[config.mk]
export PLATFORM = sky130hd
export DESIGN_NAME = tap_controller
export DESIGN_NICKNAME = d
export VERILOG_FILES = /design/src/rtl/tap_controller.sv
export SDC_FILE = /design/constraint.sdc
export NUM_CORES = 1
export LEC_CHECK = 0
export CORE_MARGIN = 2
export CORE_UTILIZATION = 45
export CTS_BUF_LIST = sky130_fd_sc_hd__clkbuf_4
export CTS_CLUSTER_SIZE = 8
export DETAILED_ROUTE_END_ITERATION = 7
export PLACE_DENSITY_LB_ADDON = 0.1
export SLEW_MARGIN = 10
export SYNTH_ARGS = -nofsm -noshare
export SYNTH_HDL_FRONTEND = slang
export SYNTH_SLANG_ARGS = --single-unit
[constraint.sdc]
create_clock -name Clock -period 1.54 [get_ports Clock]
set_input_delay 0.385 -clock Clock [delete_from_list [all_inputs] [get_ports Clock]]
set_output_delay 0.385 -clock Clock [all_outputs]
set_load 0.005 [all_outputs]
[src/rtl/tap_controller.sv]
// IEEE 1149.1-style TAP controller: 16-state TMS FSM, instruction register, BYPASS/IDCODE
// data registers and the control strobes for a chain of boundary_cell instances.
module tap_controller #(
    parameter int unsigned          IR_WIDTH   = 4,
    parameter logic [31:0]          IDCODE_VAL = 32'h1000_0001,
    parameter logic [IR_WIDTH-1:0]  EXTEST     = IR_WIDTH'(0),
    parameter logic [IR_WIDTH-1:0]  SAMPLE     = IR_WIDTH'(1),
    parameter logic [IR_WIDTH-1:0]  IDCODE     = IR_WIDTH'(2),
    parameter logic [IR_WIDTH-1:0]  BYPASS     = '1
) (
    input  logic       Clock,
    input  logic       Reset_n,
    input  logic       TMS,
    input  logic       TDI,
    input  logic       BSR_TDO,
    output logic       TDO,
    output logic       TDO_En,
    output logic       Shift_or_Load,
    output logic       Clock_DR,
    output logic       Update_DR,
    output logic       Test_or_Normal,
    output logic [3:0] Tap_State
);

    // Standard 1149.1 state codes, visible on Tap_State for debug.
    typedef enum logic [3:0] {
        EXIT2_DR   = 4'h0,
        EXIT1_DR   = 4'h1,
        SHIFT_DR   = 4'h2,
        PAUSE_DR   = 4'h3,
        SELECT_IR  = 4'h4,
        UPDATE_DR  = 4'h5,
        CAPTURE_DR = 4'h6,
        SELECT_DR  = 4'h7,
        EXIT2_IR   = 4'h8,
        EXIT1_IR   = 4'h9,
        SHIFT_IR   = 4'hA,
        PAUSE_IR   = 4'hB,
        RUN_IDLE   = 4'hC,
        UPDATE_IR  = 4'hD,
        CAPTURE_IR = 4'hE,
        TEST_RESET = 4'hF
    } tap_state_t;

    typedef enum logic [1:0] {
        DR_BYPASS,
        DR_IDCODE,
        DR_CHAIN
    } dr_sel_t;

    tap_state_t          state;
    tap_state_t          state_nx;
    logic [IR_WIDTH-1:0] ir;
    logic [IR_WIDTH-1:0] ir_sr;
    logic [31:0]         id_sr;
    logic                bypass;
    dr_sel_t             dr_sel;
    logic                chain_sel;
    logic                dr_lsb;

    assign Tap_State = state;

    always_comb begin
        state_nx = state;
        case (state)
            TEST_RESET: state_nx = TMS ? TEST_RESET : RUN_IDLE;
            RUN_IDLE:   state_nx = TMS ? SELECT_DR  : RUN_IDLE;
            SELECT_DR:  state_nx = TMS ? SELECT_IR  : CAPTURE_DR;
            CAPTURE_DR: state_nx = TMS ? EXIT1_DR   : SHIFT_DR;
            SHIFT_DR:   state_nx = TMS ? EXIT1_DR   : SHIFT_DR;
            EXIT1_DR:   state_nx = TMS ? UPDATE_DR  : PAUSE_DR;
            PAUSE_DR:   state_nx = TMS ? EXIT2_DR   : PAUSE_DR;
            EXIT2_DR:   state_nx = TMS ? UPDATE_DR  : SHIFT_DR;
            UPDATE_DR:  state_nx = TMS ? SELECT_DR  : RUN_IDLE;
            SELECT_IR:  state_nx = TMS ? TEST_RESET : CAPTURE_IR;
            CAPTURE_IR: state_nx = TMS ? EXIT1_IR   : SHIFT_IR;
            SHIFT_IR:   state_nx = TMS ? EXIT1_IR   : SHIFT_IR;
            EXIT1_IR:   state_nx = TMS ? UPDATE_IR  : PAUSE_IR;
            PAUSE_IR:   state_nx = TMS ? EXIT2_IR   : PAUSE_IR;
            EXIT2_IR:   state_nx = TMS ? UPDATE_IR  : SHIFT_IR;
            UPDATE_IR:  state_nx = TMS ? SELECT_DR  : RUN_IDLE;
            default:    state_nx = TEST_RESET;
        endcase
    end

    // Any opcode not claimed by EXTEST/SAMPLE/IDCODE falls through to the bypass flop.
    always_comb begin
        dr_sel = DR_BYPASS;
        if (ir == EXTEST || ir == SAMPLE) begin
            dr_sel = DR_CHAIN;
        end else if (ir == IDCODE) begin
            dr_sel = DR_IDCODE;
        end else if (ir == BYPASS) begin
            dr_sel = DR_BYPASS;
        end
    end

    assign chain_sel = (dr_sel == DR_CHAIN);

    always_comb begin
        dr_lsb = bypass;
        case (dr_sel)
            DR_CHAIN:  dr_lsb = BSR_TDO;
            DR_IDCODE: dr_lsb = id_sr[0];
            default:   dr_lsb = bypass;
        endcase
    end

    // Strobes are registered from the next state so they are high exactly while the
    // FSM sits in Capture-DR/Shift-DR/Update-DR; ir cannot change on those transitions.
    always_ff @(posedge Clock or negedge Reset_n) begin
        if (!Reset_n) begin
            state          <= TEST_RESET;
            ir             <= IDCODE;
            ir_sr          <= '0;
            id_sr          <= '0;
            bypass         <= 1'b0;
            Test_or_Normal <= 1'b0;
            Shift_or_Load  <= 1'b0;
            Clock_DR       <= 1'b0;
            Update_DR      <= 1'b0;
        end else begin
            state <= state_nx;

            case (state)
                CAPTURE_IR: ir_sr <= IR_WIDTH'(1);
                SHIFT_IR:   ir_sr <= {TDI, ir_sr[IR_WIDTH-1:1]};
                CAPTURE_DR: begin
                    id_sr  <= IDCODE_VAL;
                    bypass <= 1'b0;
                end
                SHIFT_DR: begin
                    id_sr  <= {TDI, id_sr[31:1]};
                    bypass <= TDI;
                end
                default: ;
            endcase

            if (state_nx == TEST_RESET) begin
                ir             <= IDCODE;
                Test_or_Normal <= 1'b0;
            end else if (state == UPDATE_IR) begin
                ir             <= ir_sr;
                Test_or_Normal <= (ir_sr == EXTEST);
            end

            Clock_DR      <= chain_sel && (state_nx == CAPTURE_DR || state_nx == SHIFT_DR);
            Shift_or_Load <= chain_sel && (state_nx == SHIFT_DR);
            Update_DR     <= chain_sel && (state_nx == UPDATE_DR);
        end
    end

    always_ff @(negedge Clock or negedge Reset_n) begin
        if (!Reset_n) begin
            TDO    <= 1'b0;
            TDO_En <= 1'b0;
        end else begin
            case (state)
                SHIFT_IR: begin
                    TDO    <= ir_sr[0];
                    TDO_En <= 1'b1;
                end
                SHIFT_DR: begin
                    TDO    <= dr_lsb;
                    TDO_En <= 1'b1;
                end
                default: begin
                    TDO    <= 1'b0;
                    TDO_En <= 1'b0;
                end
            endcase
        end
    end

endmodule

* After elaboration in Yosys (flattened, before gate mapping)
Cells that the tools add are included.
** Word-level totals
- Word-level logic and storage cells :: 74
- Output and inout bits :: 10
- Register bits :: 51
- Input port bits :: 5
** Cells by class
- Reduce and logical (&&, ||, !) cells :: 15
- Equality and inequality tests :: 23
- Muxes and demuxes :: 25
** Operators by type and width (number)
- $pmux W32 S2 :: 1
- $pmux W4 S12 :: 1
- $eq A4 B4 Y1 const B :: 9
- $eq A4 B3 Y1 const B :: 6
- $eq A4 B2 Y1 const B :: 4
- $mux W2 :: 7
- $logic_not A4 Y1 :: 3
- $mux W3 :: 4
- $mux W4 :: 3
- $eq A4 B1 Y1 const B :: 2
- $pmux W4 S2 :: 1
- $pmux W1 S2 :: 3
- $reduce_bool A2 Y1 :: 3
- $reduce_or A2 Y1 :: 3
- $mux W1 :: 5
- $logic_and A1 B1 Y1 :: 3
- $reduce_or A3 Y1 :: 1
- $eq A2 B1 Y1 const B :: 1
- $eq A2 B2 Y1 const B :: 1
- $logic_or A1 B1 Y1 :: 2

* Logic depth before layout (Yosys ltp)
- Depth in word-level cells :: 6
- Mapped depth :: 6
- Gate-level depth less buffers :: 3

==> results.cfg <==
[synthesis]
synth_nets = 163
synth_cells = 158
syn-cell-area_um2 = 1958
ys_types = 29
yosysWarnings = 0
syn_area_per_cell_um2 = 12.39
yosysSeqAreaShare = 0.6422
ys_ff_latch = 50

[worst_setup_path]
path_cells = buf_2
worst-path-buf-inv = 1
critPathCaptureType = output pin
cp-start-kind = register
critPathTopFamily = flip-flops
cp.required_ps = 1150
slowest_stage = dfrtn_1
cpPeakStageDelay_ps = 400
crit_fanout = 1
cp.arrival_ps = 1610
crit_type = register to output pin

[routing]
viasPerCell = 5.650
drc = 0
wl_per_cell_um = 16.64
firstDrtPassIters = 4
via_count = 1373
ant_nets = 0
finalWirelength_um = 4044
drt_iter0_drc = 132

[clock_network]
clk_path_buf_depth = 2
hold_buffers = 0
cts_sinks = 50
cts_buffers = 5
clock_latency_ps = 370
cts.htree.levels = 2
cts_tree = yes
clock-root-buffer = clkbuf_4
clk_pin_slew_ps = 120

[placement]
hpwlAfterDp_um = 2448
placed_cells = 229
place.gp.congestion = 0.7853
io_buffers = 14
post-place-ws_ps = -560.6

[final_layout]
nNetsFinal = 198
final_cells = 243
layout_common_cells = 43 x dfrtp_1, 35 x a22o_1, 18 x buf_4
diodes = 0
drive_above_1_share = 0.2953
layout_commonest_cell = dfrtp_1
syn_to_final_growth_pct = 27.09

[pwr]
ir_drop_v = 0.0008422
power.total_mw = 4.172
leakagePower_nw = 1.214
powerDensity_nw_per_um2 = 1676

[global_route]
grt.total_usage = 0.1711
grt_pass1_vias = 1324
grt_max_degree = 33
grt_pass1_wl_um = 6534
grt_overflow_total = 0
antenna_found_initial = 0

[floorplan]
pin_count = 15
rows = 23
die_x_um = 69.97
fp.dieArea_um2 = 4895
die_h_um = 69.97
core_um2 = 4086
initial_utilization = 0.4792

[timing]
final_max_slew_viol_count = 0
finalSetupViolCount = 40
max_slew_margin = 0.7841
fin_ws_ps = -458.6
rsz0062_at_grt = true
worst_pin_slew_ps = 323.8
hold_viol = 0
hold_slack_ps = 30.82
fin_worst_skew_ps = 32.75

[run]
maxCapViolations = 0

[run_status]
failed_checks = setup timing
outcome = finished with violations

[min_path]
hold_path_class = input pin to asynchronous set/reset pin
==> metrics by stage <==
stage / util / TNS (ps) / area, um^2
3_3_place_gp: 0.5551 / -3199 / 2268
5_1_grt: 0.6090 / -4258 / 2489
2_1_floorplan: - / -622.9 / 1997
3_5_place_dp: 0.5551 / -4017 / 2268
4_1_cts: 0.5903 / -3542 / 2412
6_report: 0.6090 / -2705 / 2489
==> power breakdown <==
group / switching (mW) / total (mW) / internal [mW]
Sequential: 0.188 / 1.79 / 1.60
Clock: 0.393 / 0.729 / 0.336
Combinational: 0.773 / 1.65 / 0.878
==> routing by layer <==
layer / up-vias / share of wire / global-route usage
li1: 646 / - / -
met1: 694 / 0.46 / 0.2355
met2: 26 / 0.48 / 0.2635
met3: 7 / 0.044 / 0.03752
met4: 0 / 0.017 / 0.07051
met5: - / 0 / 0
==> cell usage after synthesis (all sizes together) <==
library cell	n	area, um^2
and2	1	6.260
o211ai	1	7.510
nand3	2	10.01
a21oi	7	35.03
dfrtp	43	1076
nand2	9	33.78
and3b	1	8.760
nor3	4	20.02
buf	6	36.28
o2bb2ai	1	8.760
a211oi	1	7.510
or3b	1	8.760
nand2b	1	6.260
nor2	6	22.52
or4b	1	10.01
nand3b	2	15.01
a22o	35	306.5
a31o	1	8.760
dfrtn	2	50.05
inv	5	18.77
and4	1	8.760
o21ba	1	10.01
nor3b	1	12.51
o21ai	9	45.04
nor2b	3	18.77
a211o	1	8.760
clkbuf	7	26.28
dfstp	5	131.4
==> flip-flops by register name (all words and copies together) (netlist names) <==
register,count
id_sr,32
Tap_State,4
ir,4
ir_sr,4
Clock_DR,1
Shift_or_Load,1
TDO,1
TDO_En,1
Test_or_Normal,1
Update_DR,1
==> cell type report <==
class                           instances  area [um^2]
Fill cell                             344         1598
Sequential cell                        50         1257
Inverter                                5        18.77
Tap cell                               50        62.56
Timing Repair Buffer                   41        406.6
Multi-Input combinational cell         90        666.9
Clock buffer                            5        37.54
Clock inverter                          2        38.79
==> final timing paths <==
path,to,depth (start not counted),slack (ps),startpoint
worst max-delay path,TDO,1,-460,TDO
worst min-delay path,Tap_State[1],1,30,Reset_n
worst max register to register,TDO,3,-300,ir[1]
worst min register to register,Test_or_Normal,1,520,Test_or_Normal
max in group asynchronous,TDO,1,860,Reset_n
min in group Clock,Test_or_Normal,1,520,Test_or_Normal
==> logic make-up after synthesis <==
| logic type | synth area share |
|---|---|
| flops | 0.6422 |
| buf+inv | 0.04153 |
| simple gates | 0.09265 |
| compound gates | 0.2236 |
==> timing repair <==
action,CTS,global route
resized for setup,41,9
setup buffers,7,1
setup endpoints to repair,49,48
gates cloned,0,2
pin swaps,4,3
Power figures use the tool's default switching activity.
